--- config.mk ---
export PLATFORM = sky130hd
export DESIGN_NAME = mem_arbiter
export DESIGN_NICKNAME = d
export VERILOG_FILES = /design/src/rtl/mem_arb_pkg.sv /design/src/rtl/rr_arb2.sv /design/src/rtl/mem_arbiter.sv
export SDC_FILE = /design/constraint.sdc
export NUM_CORES = 1
export LEC_CHECK = 0
export CAP_MARGIN = 20
export CORE_UTILIZATION = 40
export CTS_BUF_LIST = sky130_fd_sc_hd__clkbuf_4 sky130_fd_sc_hd__clkbuf_8 sky130_fd_sc_hd__clkbuf_16
export DETAILED_ROUTE_END_ITERATION = 7
export MAX_ROUTING_LAYER = met4
export PLACE_DENSITY = 0.82
export SETUP_SLACK_MARGIN = 0.4
export SKIP_CTS_REPAIR_TIMING = 1
export SYNTH_ARGS = -nofsm -noshare
export SYNTH_HDL_FRONTEND = slang
export SYNTH_SLANG_ARGS = --single-unit
--- constraint.sdc ---
create_clock -name clk -period 6.68 [get_ports clk]
set_clock_uncertainty 0.2 [all_clocks]
set_input_delay 0.668 -clock clk [delete_from_list [all_inputs] [get_ports clk]]
set_output_delay 0.668 -clock clk [all_outputs]
set_load 0.02 [all_outputs]
--- src/rtl/mem_arb_pkg.sv ---
// Shared definitions for the instruction/data memory arbiter: default widths,
// FSM state encoding and requester identifiers.
package mem_arb_pkg;

  localparam int ADDR_W_DEF = 10;
  localparam int DATA_W_DEF = 32;

  localparam int REQ_I = 0;
  localparam int REQ_D = 1;

  typedef enum logic [1:0] {
    IDLE  = 2'd0,
    GRANT = 2'd1,
    RESP  = 2'd2
  } state_t;

endpackage

--- src/rtl/rr_arb2.sv ---
// Two-way round-robin picker: a lone requester wins; on contention the
// requester that did not win most recently is chosen. Purely combinational.
module rr_arb2
  import mem_arb_pkg::*;
(
  input  logic [1:0] req,
  input  logic       last,   // id of the most recent winner (REQ_I or REQ_D)
  output logic [1:0] gnt
);

  always_comb begin
    gnt = req;
    if (req[REQ_I] && req[REQ_D]) begin
      gnt = 2'b00;
      if (last == 1'(REQ_D)) gnt[REQ_I] = 1'b1;
      else                   gnt[REQ_D] = 1'b1;
    end
  end

endmodule

--- src/rtl/mem_arbiter.sv ---
// Arbitrates an instruction-fetch port and a data port onto one single-port
// synchronous memory; one access every two cycles, round-robin on contention.
module mem_arbiter
  import mem_arb_pkg::*;
#(
  parameter int ADDR_W = ADDR_W_DEF,
  parameter int DATA_W = DATA_W_DEF
) (
  input  logic              clk,
  input  logic              reset,
  input  logic              i_req,
  input  logic [ADDR_W-1:0] i_addr,
  output logic              i_gnt,
  output logic              i_rvalid,
  output logic [DATA_W-1:0] i_rdata,
  input  logic              d_req,
  input  logic              d_we,
  input  logic [ADDR_W-1:0] d_addr,
  input  logic [DATA_W-1:0] d_wdata,
  output logic              d_gnt,
  output logic              d_rvalid,
  output logic [DATA_W-1:0] d_rdata,
  output logic              m_en,
  output logic              m_we,
  output logic [ADDR_W-1:0] m_addr,
  output logic [DATA_W-1:0] m_wdata,
  input  logic [DATA_W-1:0] m_rdata
);

  state_t            state_reg, state_next;
  logic              last_reg, last_next;   // winner of the access in flight / most recent
  logic              load_reg, load_next;
  logic              i_gnt_reg, i_gnt_next, d_gnt_reg, d_gnt_next;
  logic              i_rvalid_reg, i_rvalid_next, d_rvalid_reg, d_rvalid_next;
  logic              m_en_reg, m_en_next, m_we_reg, m_we_next;
  logic [ADDR_W-1:0] m_addr_reg, m_addr_next;
  logic [DATA_W-1:0] m_wdata_reg, m_wdata_next;
  logic [DATA_W-1:0] i_rdata_reg, i_rdata_next, d_rdata_reg, d_rdata_next;
  logic [15:0]       gnt_cnt_i, gnt_cnt_i_next, gnt_cnt_d, gnt_cnt_d_next;
  logic [1:0]        req_vec, pick;
  logic              grant;

  assign req_vec[REQ_I] = i_req;
  assign req_vec[REQ_D] = d_req;

  rr_arb2 u_rr (
    .req  (req_vec),
    .last (last_reg),
    .gnt  (pick)
  );

  // The memory's own read register supplies the data during the rvalid cycle;
  // the hold registers keep the last delivered word afterwards.
  assign i_rdata  = i_rvalid_reg ? m_rdata : i_rdata_reg;
  assign d_rdata  = d_rvalid_reg ? m_rdata : d_rdata_reg;
  assign i_gnt    = i_gnt_reg;
  assign d_gnt    = d_gnt_reg;
  assign i_rvalid = i_rvalid_reg;
  assign d_rvalid = d_rvalid_reg;
  assign m_en     = m_en_reg;
  assign m_we     = m_we_reg;
  assign m_addr   = m_addr_reg;
  assign m_wdata  = m_wdata_reg;

  always_ff @(posedge clk or posedge reset) begin
    if (reset) begin
      state_reg    <= IDLE;
      last_reg     <= 1'(REQ_I);   // data port wins the first contention
      load_reg     <= 1'b0;
      i_gnt_reg    <= 1'b0;
      d_gnt_reg    <= 1'b0;
      i_rvalid_reg <= 1'b0;
      d_rvalid_reg <= 1'b0;
      m_en_reg     <= 1'b0;
      m_we_reg     <= 1'b0;
      m_addr_reg   <= '0;
      m_wdata_reg  <= '0;
      i_rdata_reg  <= '0;
      d_rdata_reg  <= '0;
      gnt_cnt_i    <= '0;
      gnt_cnt_d    <= '0;
    end else begin
      state_reg    <= state_next;
      last_reg     <= last_next;
      load_reg     <= load_next;
      i_gnt_reg    <= i_gnt_next;
      d_gnt_reg    <= d_gnt_next;
      i_rvalid_reg <= i_rvalid_next;
      d_rvalid_reg <= d_rvalid_next;
      m_en_reg     <= m_en_next;
      m_we_reg     <= m_we_next;
      m_addr_reg   <= m_addr_next;
      m_wdata_reg  <= m_wdata_next;
      i_rdata_reg  <= i_rdata_next;
      d_rdata_reg  <= d_rdata_next;
      gnt_cnt_i    <= gnt_cnt_i_next;
      gnt_cnt_d    <= gnt_cnt_d_next;
    end
  end

  always_comb begin
    state_next     = state_reg;
    last_next      = last_reg;
    load_next      = load_reg;
    i_gnt_next     = 1'b0;
    d_gnt_next     = 1'b0;
    i_rvalid_next  = 1'b0;
    d_rvalid_next  = 1'b0;
    m_en_next      = 1'b0;
    m_we_next      = 1'b0;
    m_addr_next    = m_addr_reg;
    m_wdata_next   = m_wdata_reg;
    i_rdata_next   = i_rvalid_reg ? m_rdata : i_rdata_reg;
    d_rdata_next   = d_rvalid_reg ? m_rdata : d_rdata_reg;
    gnt_cnt_i_next = gnt_cnt_i;
    gnt_cnt_d_next = gnt_cnt_d;
    grant          = 1'b0;

    case (state_reg)
      IDLE:  grant = |pick;
      GRANT: begin
        state_next = RESP;
        if (load_reg) begin
          if (last_reg == 1'(REQ_D)) d_rvalid_next = 1'b1;
          else                       i_rvalid_next = 1'b1;
        end
      end
      RESP: begin
        state_next = IDLE;
        grant      = |pick;
      end
      default: state_next = IDLE;
    endcase

    // Arbitration edge: capture the winner's request so later input changes
    // cannot disturb the access in flight.
    if (grant) begin
      state_next = GRANT;
      m_en_next  = 1'b1;
      last_next  = pick[REQ_D];
      if (pick[REQ_D]) begin
        d_gnt_next     = 1'b1;
        m_addr_next    = d_addr;
        m_we_next      = d_we;
        m_wdata_next   = d_wdata;
        load_next      = ~d_we;
        gnt_cnt_d_next = gnt_cnt_d + 16'd1;
      end else begin
        i_gnt_next     = 1'b1;
        m_addr_next    = i_addr;
        load_next      = 1'b1;
        gnt_cnt_i_next = gnt_cnt_i + 16'd1;
      end
    end
  end

endmodule
==> results.cfg <==
[outcome]
outcome = completed

[setup_path]
critPathKind = flip-flop to primary output
worstPathMaxFanout = 20
r2r_start = last_reg$_DFFE_PP0P_
ff2ff_setup_slack_ps = 4420
startpoint_type = flip-flop
startpoint = d_rvalid$_DFF_PP0_
required_ps = 5810
cp.arrival_ps = 2650
end_kind = primary output

[grt]
grt_max_degree = 73
grt_pass1_wl_um = 16300
antenna_found_initial = 0
grt_overflow = 0
grt_pass1_vias = 3156
grtUsageTotal_pct = 19.6

[final_layout]
drive_above_1_share_pct = 26.5
antenna_cells = 0
num-fill-cells = 741
fin_nets = 559
multi_input_area_um2 = 1320
seqCellArea_um2 = 2900
area_growth_pct = 62.7

[route]
drtIter0Drc = 89
top_layer_used = met4
wirelength_um = 10200
wl_met1_um = 4250
route.met3.wl_um = 583
num_vias = 2928
antenna_left = 0
first_pass_iters = 4
vias_per_cell = 4.73
routedWlPerCell_um = 16.5
dr_wl_met2_um = 5250
drc_errors = 0

[yosys]
yosysWarnings = 0
ys_ff_latch = 116
synth.distinct_cells = 21
synthCells = 261
avgSynthCellArea_um2 = 16.6
synth_fp_nets = 350
synth-seq-area-share_pct = 67.0
syn_area_um2 = 4330

[floorplanning]
io-pin-count = 201
die_x_um = 106
core-area_um2 = 10400
die_area_um2 = 11200
die_height_um = 106
start_util_pct = 41.6
rows = 37

[power_and_ir_drop]
power.density_nw_per_um2 = 471
ir_drop_v = 0.000295
leakagePower_nw = 2.95

[timing]
maxSlewViolCount = 0
fin_tns_setup_ps = 0
fmax_mhz = 285
slew_headroom_pct = 42.1
fin_crit_ps = 3510
worst_pin_slew_ps = 869
timing.hold.ws_ps = 229
fin_crit_sh_pct = 52.6
hold_viol = 0
finalSetupViolations = 0
rsz0062_at_grt = false

[min_path]
hold_start = state_reg[1]$_DFFE_PP0P_
hold_class = flip-flop to flip-flop

[placement]
dp_hpwl_um = 7350
place_congestion = 0.717
io_buffers = 200

[cts]
clk_latency_ps = 490
cts.sinks = 116
h-tree-depth = 4
clockBufferDepth = 2
cts_tree = built
cts_buffers = 17
path_clk_slew_ps = 50
cts_root_buffer = clkbuf_8

[flow_run]
drv_cap = 0
-- cell usage after synthesis --
cell	instances	area share, %
nor2b_1	1	0.14
dfrtp_1	116	67
clkbuf_1	3	0.26
buf_4	1	0.17
buf_6	3	0.78
o211a_1	1	0.23
nand2_1	1	0.087
and2_0	7	1.0
a211oi_4	1	0.46
mux2_2	90	23
mux2_1	6	1.6
buf_1	1	0.087
a21o_1	1	0.17
buf_2	6	0.69
a221o_1	10	2.3
a2bb2oi_1	1	0.20
and3_1	1	0.14
and2_1	4	0.58
nor2_1	1	0.087
inv_1	5	0.43
o21bai_1	1	0.17
-- critical path, stage by stage (launching register included) --
cell,delay (ps)
dfrtp_1,760
buf_4,410
mux2_2,410
clkdlybuf4s50_1,570
-- metrics by stage --
step / setup slack (ps) / cells / power, mW / utilization, % / instance area [um^2]
floorplan: 2740 / 261 / 1.77 / - / 4330
global placement: 3720 / 587 / 2.41 / 61.9 / 6450
detailed placement: 3650 / 587 / 2.45 / 61.9 / 6450
CTS: 3140 / 619 / 3.36 / 67.7 / 7050
global route: 3050 / 619 / 3.48 / 67.7 / 7050
finish: 3170 / 619 / 3.32 / 67.7 / 7050
-- cell type report --
type	instances	area share, %
clock buffer	20	6.28
clock inverter	12	2.20
inverter	5	0.302
multi-input combinational	126	18.8
sequential	116	41.2
tap	136	2.41
timing repair buffer	204	28.8
-- path summary, 6_finish.rpt --
kind	to	cells past startpoint
max	d_rdata[25]	3
min	state_reg[1]$_DFFE_PP0P_	1
max reg2reg	m_wdata[8]$_DFFE_PP0P_	3
min reg2reg	state_reg[1]$_DFFE_PP0P_	1
max in group asynchronous	state_reg[0]$_DFFE_PP0P_	3
min in group asynchronous	i_rdata_reg[27]$_DFF_PP0_	2
-- logic make-up (layout without fill, tap and decap cells) --
kind of cell	Yosys count	count (layout)	synth area share [%]
and+or+nand+nor	15	15	2.05
DFF	116	116	67.0
muxes	96	96	25.0
AOI/OAI and AO/OA	15	15	3.55
buffers and inverters	19	241	2.43
-- layer usage --
metal,vias to the layer above,global-route usage [%]
met1,1446,22.8
met4,0,5.65
met3,12,6.13
met5,-,-
met2,122,32.8
li1,1348,-
-- cell usage in the layout (no fill, tap or decap), types with 3 or more instances in the layout --
cell and instances:
mux2_2 90, and2_0 7, bufinv_16 3, clkinv_2 3
dfrtp_1 116, clkdlybuf4s50_1 200, inv_1 4, a221o_1 10
mux2_1 6, and2_1 4, clkinv_4 3, buf_4 4
clkbuf_16 16
-- where the power goes --
part / switching [mW] / internal [mW] / leakage (nW)
clock: 0.305 / 0.587 / 0.292
sequential: 0.0954 / 0.970 / 1.38
combinational: 0.647 / 0.714 / 1.28
total: 1.05 / 2.27 / 2.95
Power figures use the tool's default switching activity.
